`src/rtl/noc_router_slot_table_pkg.sv`:
```
// Shared NoC definitions for the TDM slot table: select/slot width helpers,
// the idle-select encoding and the per-port select type.
package noc_router_slot_table_pkg;

    localparam int unsigned DEF_MAX_PORTS = 6;
    localparam int unsigned DEF_LUT_SIZE  = 8;

    // Never returns zero so single-entry configurations still get a real bit.
    function automatic int unsigned clog2_min1(input int unsigned n);
        return (n <= 1) ? 1 : $clog2(n);
    endfunction

    // Selects carry one extra code point for "idle".
    function automatic int unsigned sel_width(input int unsigned max_ports);
        return clog2_min1(max_ports + 1);
    endfunction

    function automatic int unsigned slot_width(input int unsigned lut_size);
        return clog2_min1(lut_size);
    endfunction

    function automatic int unsigned idle_code(input int unsigned max_ports);
        return max_ports;
    endfunction

    function automatic logic below(input int unsigned value, input int unsigned limit);
        return value < limit;
    endfunction

    localparam int unsigned DEF_SEL_W  = sel_width(DEF_MAX_PORTS);
    localparam int unsigned DEF_SLOT_W = slot_width(DEF_LUT_SIZE);

    typedef logic [DEF_SEL_W-1:0] port_sel_t;

endpackage

```
`src/rtl/noc_router_slot_table_counter.sv`:
```
// TDM slot counter: increments every cycle, wraps at LUT_SIZE-1 and
// restarts at slot 0 the cycle after a sync pulse.
module noc_slot_counter #(
    parameter int unsigned LUT_SIZE = 8,
    parameter int unsigned SLOT_W   = 3
) (
    input  logic              i_clk,
    input  logic              i_rst_n,
    input  logic              i_sync,
    output logic [SLOT_W-1:0] o_slot,
    output logic [SLOT_W-1:0] o_slot_next
);

    localparam logic [SLOT_W-1:0] LAST = SLOT_W'(LUT_SIZE - 1);

    logic [SLOT_W-1:0] r_slot;
    logic [SLOT_W-1:0] w_slot_next;

    always_comb begin
        w_slot_next = r_slot + SLOT_W'(1);
        if (i_sync || (r_slot == LAST)) begin
            w_slot_next = '0;
        end
    end

    always_ff @(posedge i_clk or negedge i_rst_n) begin
        if (!i_rst_n) begin
            r_slot <= '0;
        end else begin
            r_slot <= w_slot_next;
        end
    end

    assign o_slot      = r_slot;
    assign o_slot_next = w_slot_next;

endmodule

```
`src/rtl/noc_router_slot_table.sv`:
```
// Per-router TDM slot table: validated configuration writes into a
// port x slot table, read out each cycle for the slot being executed.
module noc_router_slot_table
    import noc_router_slot_table_pkg::*;
#(
    parameter int unsigned X         = 3,
    parameter int unsigned Y         = 3,
    parameter int unsigned NODE_ID   = 0,
    parameter int unsigned LUT_SIZE  = 8,
    parameter int unsigned MAX_PORTS = 6,
    localparam int unsigned NODES    = X * Y,
    localparam int unsigned SEL_W    = sel_width(MAX_PORTS),
    localparam int unsigned PORT_W   = clog2_min1(MAX_PORTS),
    localparam int unsigned SLOT_W   = slot_width(LUT_SIZE),
    localparam int unsigned NODE_W   = clog2_min1(NODES)
) (
    input  logic                              clk,
    input  logic                              rst,
    input  logic [SEL_W-1:0]                  lut_conf_data,
    input  logic [PORT_W-1:0]                 lut_conf_sel,
    input  logic [SLOT_W-1:0]                 lut_conf_slot,
    input  logic [NODE_W-1:0]                 config_node,
    input  logic                              lut_conf_valid,
    input  logic                              tdm_sync,
    output logic [SLOT_W-1:0]                 cur_slot,
    output logic [MAX_PORTS-1:0][SEL_W-1:0]   out_sel,
    output logic                              conf_error
);

    localparam logic [SEL_W-1:0]  IDLE     = SEL_W'(idle_code(MAX_PORTS));
    localparam logic [NODE_W-1:0] NODE_SEL = NODE_W'(NODE_ID);

    logic [MAX_PORTS-1:0][LUT_SIZE-1:0][SEL_W-1:0] r_table;
    logic [MAX_PORTS-1:0][SEL_W-1:0]               r_out_sel;
    logic                                          r_conf_error;

    logic [SLOT_W-1:0]               w_slot;
    logic [SLOT_W-1:0]               w_slot_next;
    logic [MAX_PORTS-1:0][SEL_W-1:0] w_row_next;
    logic                            w_hit;
    logic                            w_sel_ok;
    logic                            w_slot_ok;
    logic                            w_data_ok;
    logic                            w_conflict;
    logic                            w_do_write;
    logic                            w_reject;

    noc_slot_counter #(
        .LUT_SIZE (LUT_SIZE),
        .SLOT_W   (SLOT_W)
    ) u_slot_counter (
        .i_clk       (clk),
        .i_rst_n     (rst),
        .i_sync      (tdm_sync),
        .o_slot      (w_slot),
        .o_slot_next (w_slot_next)
    );

    assign w_hit     = lut_conf_valid && (config_node == NODE_SEL);
    assign w_sel_ok  = below(32'(lut_conf_sel), MAX_PORTS);
    assign w_slot_ok = below(32'(lut_conf_slot), LUT_SIZE);
    assign w_data_ok = below(32'(lut_conf_data), MAX_PORTS + 1);

    // An input port may feed at most one output port within a slot; idle never conflicts.
    always_comb begin
        w_conflict = 1'b0;
        if (w_slot_ok && w_data_ok && (lut_conf_data != IDLE)) begin
            for (int unsigned p = 0; p < MAX_PORTS; p++) begin
                if ((PORT_W'(p) != lut_conf_sel) &&
                    (r_table[PORT_W'(p)][lut_conf_slot] == lut_conf_data)) begin
                    w_conflict = 1'b1;
                end
            end
        end
    end

    assign w_reject   = w_hit && (!w_sel_ok || !w_slot_ok || !w_data_ok || w_conflict);
    assign w_do_write = w_hit && !w_reject;

    always_ff @(posedge clk or negedge rst) begin
        if (!rst) begin
            r_table <= {(MAX_PORTS * LUT_SIZE){IDLE}};
        end else if (w_do_write) begin
            r_table[lut_conf_sel][lut_conf_slot] <= lut_conf_data;
        end
    end

    always_comb begin
        w_row_next = '0;
        for (int unsigned p = 0; p < MAX_PORTS; p++) begin
            w_row_next[PORT_W'(p)] = r_table[PORT_W'(p)][w_slot_next];
        end
    end

    // Row is loaded alongside the counter from the pre-edge table, so a write
    // landing on the slot being loaded shows up on that slot's next pass.
    always_ff @(posedge clk or negedge rst) begin
        if (!rst) begin
            r_out_sel    <= {MAX_PORTS{IDLE}};
            r_conf_error <= 1'b0;
        end else begin
            r_out_sel <= w_row_next;
            if (w_reject) begin
                r_conf_error <= 1'b1;
            end
        end
    end

    assign cur_slot   = w_slot;
    assign out_sel    = r_out_sel;
    assign conf_error = r_conf_error;

endmodule

```
`config.mk`:
```
export PLATFORM = sky130hd
export DESIGN_NAME = noc_router_slot_table
export DESIGN_NICKNAME = d
export VERILOG_FILES = /design/src/rtl/noc_router_slot_table_pkg.sv /design/src/rtl/noc_router_slot_table_counter.sv /design/src/rtl/noc_router_slot_table.sv
export SDC_FILE = /design/constraint.sdc
export NUM_CORES = 1
export LEC_CHECK = 0
export CAP_MARGIN = 20
export CORE_MARGIN = 8
export CORE_UTILIZATION = 34
export DETAILED_ROUTE_END_ITERATION = 8
export PLACE_DENSITY = 0.5
export SLEW_MARGIN = 15
export SYNTH_ARGS = -nofsm -noshare
export SYNTH_HDL_FRONTEND = slang
export SYNTH_SLANG_ARGS = --single-unit
```
`constraint.sdc`:
```
create_clock -name clk -period 8.4 [get_ports clk]
set_input_delay 1.68 -clock clk [delete_from_list [all_inputs] [get_ports clk]]
set_output_delay 1.68 -clock clk [all_outputs]
set_load 0.02 [all_outputs]
```
==> impl_metrics.toml <==
[routing]
postRouteAntennaNets = 0
routedWlPerCell_um = 23.5
vias = 6669
routed_via_density = 5.90
drcViolationCount = 0
drt_first_pass_iters = 5
drt_iter0_drc = 486
wirelength_um = 26600

[yosys]
synthCells = 781
synth-simple-area-share = 0.135
synth_top_family_by_area = "multiplexers"
synth_adder_area_share = 0.00266
syn_area_mm2 = 0.00941
synth_commonest_cells = "139 x mux2_2, 108 x dfstp_2, 59 x mux2i_1"
ys.flop_type = "dfstp_2"
netlist_top_cells_area = "dfstp_2 30%, mux2_2 17%, dfrtp_1 15%"
synthArstFlopShare = 1.00
synth_compound_area_frac = 0.103
synth_mux_area_frac = 0.252
syn-num-nets = 800
synth_area_per_cell_um2 = 12.0
synth_largest_area_cell = "dfstp_2"
post-synth-top-count-cell = "mux2_2"
synthXorXnorAreaFrac = 0.0112
synth_top_area_frac = 0.302
synth-seq-area-share = 0.456
synth_enable_flop_cells = 0
synth-seq-cells = 166
yosysWarnings = 0
ys_types = 47

[worst_setup_path]
crit_type = "in2reg"
r2r_end = "r_table[9]"
worstPathArrival_ns = 6.49
reg2regPathDepth = 9
cp-start-kind = "input port"
cp-end-kind = "flip-flop"
r2r_slack_ns = 4.66
required_ns = 8.71
r2r_start = "r_table[8]"
cp_max_fo = 26

[placed_design]
place_hpwl_um = 16500
place_area_mm2 = 0.00994
numPortBuffers = 38
place_ws_ns = 1.78
gp_congestion = 0.778

[global_routing]
grt-ovfl-total = 0
antenna_found_initial = 0
grt.total_usage = 0.163
grt_start_max_net_pins = 90
grt_pass1_wl_um = 42400
first_global_vias = 6884

[min_path]
min-delay-start = "r_table[72]"
hold_end = "r_table[72]"
hp-class = "reg2reg"
min_path_cells = 1

[clock_network]
h-tree-depth = 4
cts_hold_buf = 0
cts.reportedPaths.clkPinSlew_ns = 0.06
cts_resized = 0
cts_buffer_depth = 2
clkSinkCount = 166
cts_tree = "built"
post_cts_buffers = 0
cts-root-buf = "clkbuf_16"
cts_buffers = 17
clk-insertion-delay-late_ns = 0.44

[outcome]
status = "finished, final reports clean"

[floorplan]
initial_core_util = 0.342
row_count = 61
dieHeight_um = 182
io_pins = 39
dieArea_mm2 = 0.0332
die_w_um = 182
fp.coreArea_mm2 = 0.0275

[sta]
min_period_over_period = 0.735
fin_ws_ns = 2.22
whs_ns = 0.521
period_minus_slack_ns = 6.18
worst_pin_slew_ns = 1.13
clock.fmax_ghz = 0.162
rsz0062_at_grt = "false"
finalHoldViolCount = 0
report.final.slew_viol_count = 0
clock_skew_ns = 0.0107
relSlewSlack = 0.249
setup_tns_ns = 0
setup_viol = 0

[power]
swShare = 0.284
p_leak_nw = 3.98
peakVddDrop_uv = 151
internal_power_mw = 1.33
p_seq_frac = 0.454
switchingPower_mw = 0.527
pwr-share-comb = 0.133
power_density_mw_per_mm2 = 177
clockPowerShare = 0.413

[final_layout]
finalNetCount = 791
diodes = 0
fill_cells = 2640
drive_above_1_share = 0.456
regArea_mm2 = 0.00429
fin_area_mm2 = 0.0105
area_delta_synth_final_pct = 11.7
multi_input_area_mm2 = 0.00476

[flow_run]
drv_cap = 0
[state kept, by name, indices dropped and copies added (netlist names)]
register,flops
r_table,144
conf_error,1
out_sel,18
u_slot_counter.o_slot,3
[how the worst max path moves through the flow]
stage / start / endpoint / slack [ns] / depth (start not counted)
2_1_floorplan: lut_conf_slot[0] / r_table[9] / 4.03 / 11
3_3_place_gp: lut_conf_slot[2] / r_table[9] / 1.87 / 11
3_5_place_dp: lut_conf_slot[2] / r_table[9] / 1.78 / 10
4_1_cts: lut_conf_slot[2] / r_table[9] / 2.23 / 10
5_1_grt: lut_conf_slot[2] / r_table[9] / 1.98 / 10
6_report: lut_conf_slot[2] / r_table[9] / 2.22 / 10
[per-layer routing]
| metal | GRT usage | routed length (µm) | vias to the layer above |
|---|---|---|---|
| li1 | - | - | 2941 |
| met1 | 0.220 | 12200 | 3511 |
| met2 | 0.267 | 12800 | 180 |
| met3 | 0.0245 | 1070 | 37 |
| met4 | 0.0525 | 527 | 0 |
| met5 | 0 | 0 | - |
[stage by stage]
step | utilization | std cells | total power, mW
detailed placement | 0.362 | 1099 | 1.11
global route | 0.382 | 1131 | 1.93
global placement | 0.362 | 1099 | 1.10
finish | 0.382 | 1131 | 1.86
CTS | 0.382 | 1131 | 1.88
floorplan | - | 781 | 1.00
[layout by cell type (no fill, tap or decap), types with 3 or more instances in the layout]
| cell | count |
|---|---|
| xor2_1 | 10 |
| o22ai_1 | 29 |
| a31oi_1 | 36 |
| o21a_1 | 4 |
| nor4_2 | 37 |
| clkbuf_16 | 17 |
| and2_1 | 19 |
| buf_2 | 3 |
| mux2_2 | 139 |
| o221ai_1 | 37 |
| mux4_2 | 6 |
| clkdlybuf4s50_1 | 33 |
| nor2_1 | 33 |
| mux2_1 | 6 |
| or3_1 | 3 |
| nand2b_1 | 3 |
| mux2i_1 | 59 |
| nor4_4 | 9 |
| buf_4 | 13 |
| nand3b_1 | 4 |
| a211oi_1 | 19 |
| inv_6 | 4 |
| nand4_1 | 4 |
| nand2_1 | 48 |
| nor3_1 | 4 |
| dfstp_2 | 108 |
| dfrtp_1 | 58 |
| clkinvlp_4 | 4 |
[worst max-delay path: stages]
cell and delay (ns):
clkdlybuf4s50_1 1.08, nand2b_1 0.80, o221ai_1 0.26, a22o_1 0.29, or3_1 0.31, a211oi_1 0.21, o32a_2 0.70, buf_4 0.57
or4_4 0.25, mux2_1 0.32
[cells by family after synthesis]
family                     after synthesis
adders and majority gates                2
DFF                                    166
xor gates and xnor gates                12
muxes                                  211
and+or+nand+nor                        176
AOI/OAI and AO/OA                      134
buffers and inverters                   80
[power by group through the flow]
stage          Sequential, mW  Combinational, mW  Clock (mW)
2_1_floorplan           0.876              0.128           0
3_3_place_gp            0.855              0.247           0
3_5_place_dp            0.856              0.249           0
4_1_cts                 0.843              0.250       0.789
5_1_grt                 0.846              0.266       0.815
6_report                0.843              0.247       0.767
[final cells by class]
class | count | area share
Timing Repair Buffer | 50 | 0.0432
Multi-Input combinational cell | 535 | 0.453
Clock inverter | 13 | 0.0117
Sequential cell | 166 | 0.408
Inverter | 2 | 0.000715
Tap cell | 346 | 0.0412
Clock buffer | 19 | 0.0422
Power figures use the tool's default switching activity.
